$ cat src/rtl/uart_rx_fifo.sv
// UART receiver with start-glitch rejection, framing/overflow flags and a FWFT output FIFO.
// Defining UART_RX_PARITY_EN adds a parity bit per frame, the parity_odd/parity_err ports and bad-word dropping.
module uart_rx_fifo #(
    parameter int CLOCKS_PER_PULSE = 33,
    parameter int BITS_PER_WORD    = 8,
    parameter int FIFO_DEPTH       = 4
) (
    input  logic                             clk,
    input  logic                             rstn,
    input  logic                             rx,
    output logic [BITS_PER_WORD-1:0]         m_data,
    output logic                             m_valid,
    input  logic                             m_ready,
    output logic [$clog2(FIFO_DEPTH+1)-1:0]  fifo_count,
    output logic                             frame_err,
    output logic                             overflow,
    input  logic                             clr_err
`ifdef UART_RX_PARITY_EN
    ,
    input  logic                             parity_odd,
    output logic                             parity_err
`endif
);
    localparam int CNT_W = $clog2(CLOCKS_PER_PULSE);
    localparam int BIT_W = $clog2(BITS_PER_WORD);
    localparam int PTR_W = $clog2(FIFO_DEPTH);
    localparam int CW    = $clog2(FIFO_DEPTH + 1);
    localparam logic [CNT_W-1:0] HALF_LAST  = CNT_W'(CLOCKS_PER_PULSE / 2 - 1);
    localparam logic [CNT_W-1:0] PULSE_LAST = CNT_W'(CLOCKS_PER_PULSE - 1);
    localparam logic [BIT_W-1:0] WORD_LAST  = BIT_W'(BITS_PER_WORD - 1);
    localparam logic [CW-1:0]    FULL_COUNT = CW'(FIFO_DEPTH);

    typedef enum logic [2:0] {IDLE, START, DATA, PARITY, STOP, WAIT_HIGH} state_t;
    state_t state, state_next;

    logic                     rx_meta, rx_s;
    logic [CNT_W-1:0]         cnt;
    logic [BIT_W-1:0]         bit_idx;
    logic [BITS_PER_WORD-1:0] shreg;
    logic                     cnt_run, sample, shift_en, push, frame_set;
    logic [BITS_PER_WORD-1:0] mem [FIFO_DEPTH];
    logic [PTR_W-1:0]         wr_ptr, rd_ptr;
    logic                     pop, full, push_ok, ovf_set;
`ifdef UART_RX_PARITY_EN
    logic                     bad, par_check, par_set;
`endif

    always_ff @(posedge clk or negedge rstn) begin
        if (!rstn) begin
            rx_meta <= 1'b1;
            rx_s    <= 1'b1;
        end else begin
            rx_meta <= rx;
            rx_s    <= rx_meta;
        end
    end

    always_ff @(posedge clk or negedge rstn) begin
        if (!rstn) state <= IDLE;
        else       state <= state_next;
    end

    always_comb begin
        state_next = state;
        case (state)
            IDLE:      if (!rx_s) state_next = START;
            START:     if (sample) state_next = rx_s ? IDLE : DATA;
            DATA:      if (sample && bit_idx == WORD_LAST)
`ifdef UART_RX_PARITY_EN
                           state_next = PARITY;
            PARITY:    if (sample) state_next = STOP;
`else
                           state_next = STOP;
`endif
            STOP:      if (sample) state_next = rx_s ? IDLE : WAIT_HIGH;
            WAIT_HIGH: if (rx_s) state_next = IDLE;
            default:   state_next = IDLE;
        endcase
    end

    // START samples at mid-bit; later states sample at the end of each bit period.
    always_comb begin
        cnt_run   = 1'b0;
        sample    = 1'b0;
        shift_en  = 1'b0;
        push      = 1'b0;
        frame_set = 1'b0;
`ifdef UART_RX_PARITY_EN
        par_check = 1'b0;
`endif
        case (state)
            START: begin
                cnt_run = 1'b1;
                sample  = (cnt == HALF_LAST);
            end
            DATA: begin
                cnt_run  = 1'b1;
                sample   = (cnt == PULSE_LAST);
                shift_en = sample;
            end
`ifdef UART_RX_PARITY_EN
            PARITY: begin
                cnt_run   = 1'b1;
                sample    = (cnt == PULSE_LAST);
                par_check = sample;
            end
`endif
            STOP: begin
                cnt_run   = 1'b1;
                sample    = (cnt == PULSE_LAST);
`ifdef UART_RX_PARITY_EN
                push      = sample && rx_s && !bad;
`else
                push      = sample && rx_s;
`endif
                frame_set = sample && !rx_s;
            end
            default: ;
        endcase
    end

    always_ff @(posedge clk or negedge rstn) begin
        if (!rstn) begin
            cnt     <= '0;
            bit_idx <= '0;
        end else begin
            if (!cnt_run || sample) cnt <= '0;
            else                    cnt <= cnt + 1'b1;
            if (state != DATA)      bit_idx <= '0;
            else if (sample)        bit_idx <= bit_idx + 1'b1;
        end
    end

    always_ff @(posedge clk) begin
        if (shift_en) shreg <= {rx_s, shreg[BITS_PER_WORD-1:1]};
    end

`ifdef UART_RX_PARITY_EN
    assign par_set = par_check && ((^shreg ^ rx_s) != parity_odd);

    always_ff @(posedge clk or negedge rstn) begin
        if (!rstn) begin
            bad        <= 1'b0;
            parity_err <= 1'b0;
        end else begin
            if (state == START) bad <= 1'b0;
            else if (par_set)   bad <= 1'b1;
            if (par_set)        parity_err <= 1'b1;
            else if (clr_err)   parity_err <= 1'b0;
        end
    end
`endif

    // A push into a full FIFO is only accepted when the head leaves in the same cycle.
    assign pop     = m_valid && m_ready;
    assign full    = (fifo_count == FULL_COUNT);
    assign push_ok = push && (!full || pop);
    assign ovf_set = push && full && !pop;
    assign m_valid = (fifo_count != '0);
    assign m_data  = m_valid ? mem[rd_ptr] : '0;

    always_ff @(posedge clk) begin
        if (push_ok) mem[wr_ptr] <= shreg;
    end

    always_ff @(posedge clk or negedge rstn) begin
        if (!rstn) begin
            wr_ptr     <= '0;
            rd_ptr     <= '0;
            fifo_count <= '0;
        end else begin
            if (push_ok) wr_ptr <= wr_ptr + 1'b1;
            if (pop)     rd_ptr <= rd_ptr + 1'b1;
            case ({push_ok, pop})
                2'b10:   fifo_count <= fifo_count + 1'b1;
                2'b01:   fifo_count <= fifo_count - 1'b1;
                default: ;
            endcase
        end
    end

    always_ff @(posedge clk or negedge rstn) begin
        if (!rstn) begin
            frame_err <= 1'b0;
            overflow  <= 1'b0;
        end else begin
            if (frame_set)    frame_err <= 1'b1;
            else if (clr_err) frame_err <= 1'b0;
            if (ovf_set)      overflow <= 1'b1;
            else if (clr_err) overflow <= 1'b0;
        end
    end
endmodule

$ cat config.mk
export PLATFORM = sky130hd
export DESIGN_NAME = uart_rx_fifo
export DESIGN_NICKNAME = d
export VERILOG_FILES = /design/src/rtl/uart_rx_fifo.sv
export SDC_FILE = /design/constraint.sdc
export NUM_CORES = 1
export LEC_CHECK = 0
export ABC_AREA = 1
export CAP_MARGIN = 20
export CORE_ASPECT_RATIO = 0.7
export CORE_MARGIN = 1
export CORE_UTILIZATION = 30
export CTS_BUF_LIST = sky130_fd_sc_hd__clkbuf_8
export CTS_CLUSTER_DIAMETER = 120
export CTS_CLUSTER_SIZE = 20
export DETAILED_ROUTE_END_ITERATION = 7
export PLACE_DENSITY_LB_ADDON = 0.2
export SLEW_MARGIN = 20
export SYNTH_ARGS = -nofsm -noshare
export SYNTH_HDL_FRONTEND = slang
export SYNTH_SLANG_ARGS = --single-unit
export TNS_END_PERCENT = 10
$ cat constraint.sdc
create_clock -name clk -period 1.93 [get_ports clk]
set_clock_uncertainty 0.05 [all_clocks]
set_input_delay 0.2895 -clock clk [delete_from_list [all_inputs] [get_ports clk]]
set_output_delay 0.2895 -clock clk [all_outputs]
set_load 0.02 [all_outputs]
==> metrics.yaml <==
status:
  outcome: "finished, final reports clean"
global_routing:
  track_usage: 0.135
  antenna_found_initial: 0
  grt_pass1_vias: 1877
  grt_first_pass_wirelength_um: 9320
  grt_overflow: 0
  grt_max_degree: 24
drt:
  routed_wl_um: 5500
  detail_route.wl_per_cell_um: 12.5
  drtIter0Drc: 117
  remaining_drc_errors: 0
  vias_per_cell: 4.30
  vias: 1891
  detail-route-antenna-nets: 0
  drt_pre_antenna_iters: 4
synth:
  synth_area_leaders: "edfxtp_1 (43%), dfrtp_1 (19%), nor2_1 (7.6%)"
  syn_inst: 257
  synth_cell_type_count: 28
  async_reset_ff_frac: 0.365
  synth_top_area_frac: 0.432
  seq_area_frac_synth: 0.640
  mappedNetlistArea_um2: 2780
  synth_seq_cells: 63
  synth_commonest_cells: "nor2_1 (56), edfxtp_1 (40), nand2_1 (29)"
  ys_warn_count: 0
  ys.flop_type: "edfxtp_1"
  syn_nets: 271
  synth_edf_count: 40
  avgSynthCellArea_um2: 10.8
  synth_most_common_cell: "nor2_1"
  synth_top_cell_by_area: "edfxtp_1"
timing:
  fmax_ghz: 0.547
  timing.final.crit_period_ns: 1.83
  tightest_slew_ns: 0.316
  setup_viol: 0
  finalHoldViolCount: 0
  setup_tns_ns: 0
  min_period_over_period: 0.948
  rsz0062_at_grt: "true"
  slew_headroom: 0.790
  slew_viol_final: 0
floorplan:
  die_h_um: 82.6
  die_area_um2: 9670
  die_w_um: 117
  core_area_um2: 8720
  io_pins: 19
  num_rows: 28
  initial_utilization: 0.319
place:
  portBuffers: 18
  hpwl_um: 4060
  dpl_cell_area_um2: 3340
  place_congestion: 0.780
finish:
  area_growth_pct: 26.0
  utilization: 0.402
  final_nets: 330
  final_area_um2: 3500
  n_antenna_cell: 0
  drive_above_1_share: 0.253
worst_setup_path:
  path_max_fanout: 6
  cpLargestDelayFamily: "flip-flops"
  critPathRequiredTime_ns: 1.59
  end_kind: "output pin"
  crit_slowest_cell: "dfrtp_2"
  crit_type: "flip-flop to output pin"
  critPathLaunchType: "flip-flop"
  max_stage_delay_ns: 0.43
  cp_cell_sequence: "buf_4 -> nor2_1 -> nor2_1 -> o21ai_0 -> a21oi_1 -> buf_4"
  crit_buf_inv: 2
  crit_arrival_ns: 1.49
power:
  vdd_drop_max_mv: 0.321
  power_density_nw_per_um2: 1280
  power_leakage_nw: 1.49
clocking:
  cts_sinks: 63
  cts_max_level: 3
  clk_transition_reported_paths_ns: 0.06
  clk_latency_ns: 0.33
  numCtsBuffers: 9
  clockRootBuffer: "clkbuf_8"
  ctsHoldBuffers: 0
  clk_path_buf_depth: 2
  cts_tree: "yes"
worst_hold_path:
  min_path_type: "input port to async pin"
run:
  maxCapViolCount: 0
## kinds of logic after synthesis
logic type | share of synthesized area
simple gates | 0.195
flops | 0.640
buf+inv | 0.0459
compound gates | 0.0607
fa+ha+maj | 0.0432
xor+xnor | 0.0157
## final cells by class
| class | count | area (um^2) |
|---|---|---|
| sequential | 63 | 1780 |
| tap | 120 | 150 |
| clock inverter | 6 | 53.8 |
| multi-input combinational | 161 | 880 |
| timing repair buffer | 52 | 404 |
| inverter | 29 | 111 |
| fill | 845 | 5220 |
| clock buffer | 9 | 124 |
## layout by cell type, fill, tap and decap left out, drive strengths merged
cell           count
ha                 8
clkdlybuf4s50      9
a21oi             11
nand3             17
edfxtp            40
nor2              58
dlygate4sd2        1
fa                 1
nor3b              2
o32ai              1
bufinv             1
dfstp              2
o22ai              1
nand3b             1
clkbuf             9
buf               42
clkinvlp           1
nand2             36
nand4              1
inv               30
clkinv             3
xor2               5
dfrtp             21
o21ai             19
## power breakdown
group          switching [mW]  total (mW)  internal [mW]
combinational            1.03        1.82          0.790
clock                   0.480        1.05          0.573
sequential             0.0963        1.62           1.53
total                    1.61        4.50           2.89
## state kept, by name (all words and copies together), names as in the netlist
| register | cells |
|---|---|
| bit_idx | 3 |
| shreg | 8 |
| overflow | 1 |
| mem | 32 |
| rx_meta | 1 |
| cnt | 6 |
| frame_err | 1 |
| wr_ptr | 2 |
| state | 3 |
| rd_ptr | 2 |
| fifo_count | 3 |
| rx_s | 1 |
## routing by layer
layer	vias to the layer above	GRT usage	routed length (um)
li1	970	-	-
met1	889	0.184	2920
met2	26	0.199	2370
met3	6	0.0416	143
met4	0	0.0570	60
met5	-	0	0
## path summary, 6_finish.rpt
| kind | cells past startpoint | from | endpoint | slack (ns) |
|---|---|---|---|---|
| worst max-delay path | 6 | rd_ptr[0] | m_data[1] | 0.10 |
| worst min register to register | 0 | rx_meta | rx_s | 0.31 |
| worst min-delay path | 2 | rstn | frame_err | 0.26 |
| max in group asynchronous | 2 | rstn | rx_meta | 1.28 |
| worst max register to register | 10 | cnt[1] | fifo_count[1] | 0.13 |
| min in group clk | 0 | rx_meta | rx_s | 0.31 |
## stage by stage
| stage | hold WS, ns | power (mW) | instances | setup WS [ns] |
|---|---|---|---|---|
| after global placement | 0.296 | 3.53 | 424 | -0.00971 |
| after global routing | 0.291 | 4.83 | 440 | -0.0274 |
| after floorplan | -0.0561 | 2.70 | 257 | 0.0244 |
| after detailed placement | 0.299 | 3.54 | 424 | -0.0446 |
| after CTS | 0.271 | 4.56 | 439 | -0.0271 |
| final | 0.260 | 4.50 | 440 | 0.100 |
## what timing repair did
item / in CTS / in global routing
resized for setup: 30 / 13
buffers inserted: 0 / 1
pin swaps: 0 / 1
endpoints found under the setup margin: 9 / 17
(Power assumes the default switching activity.)
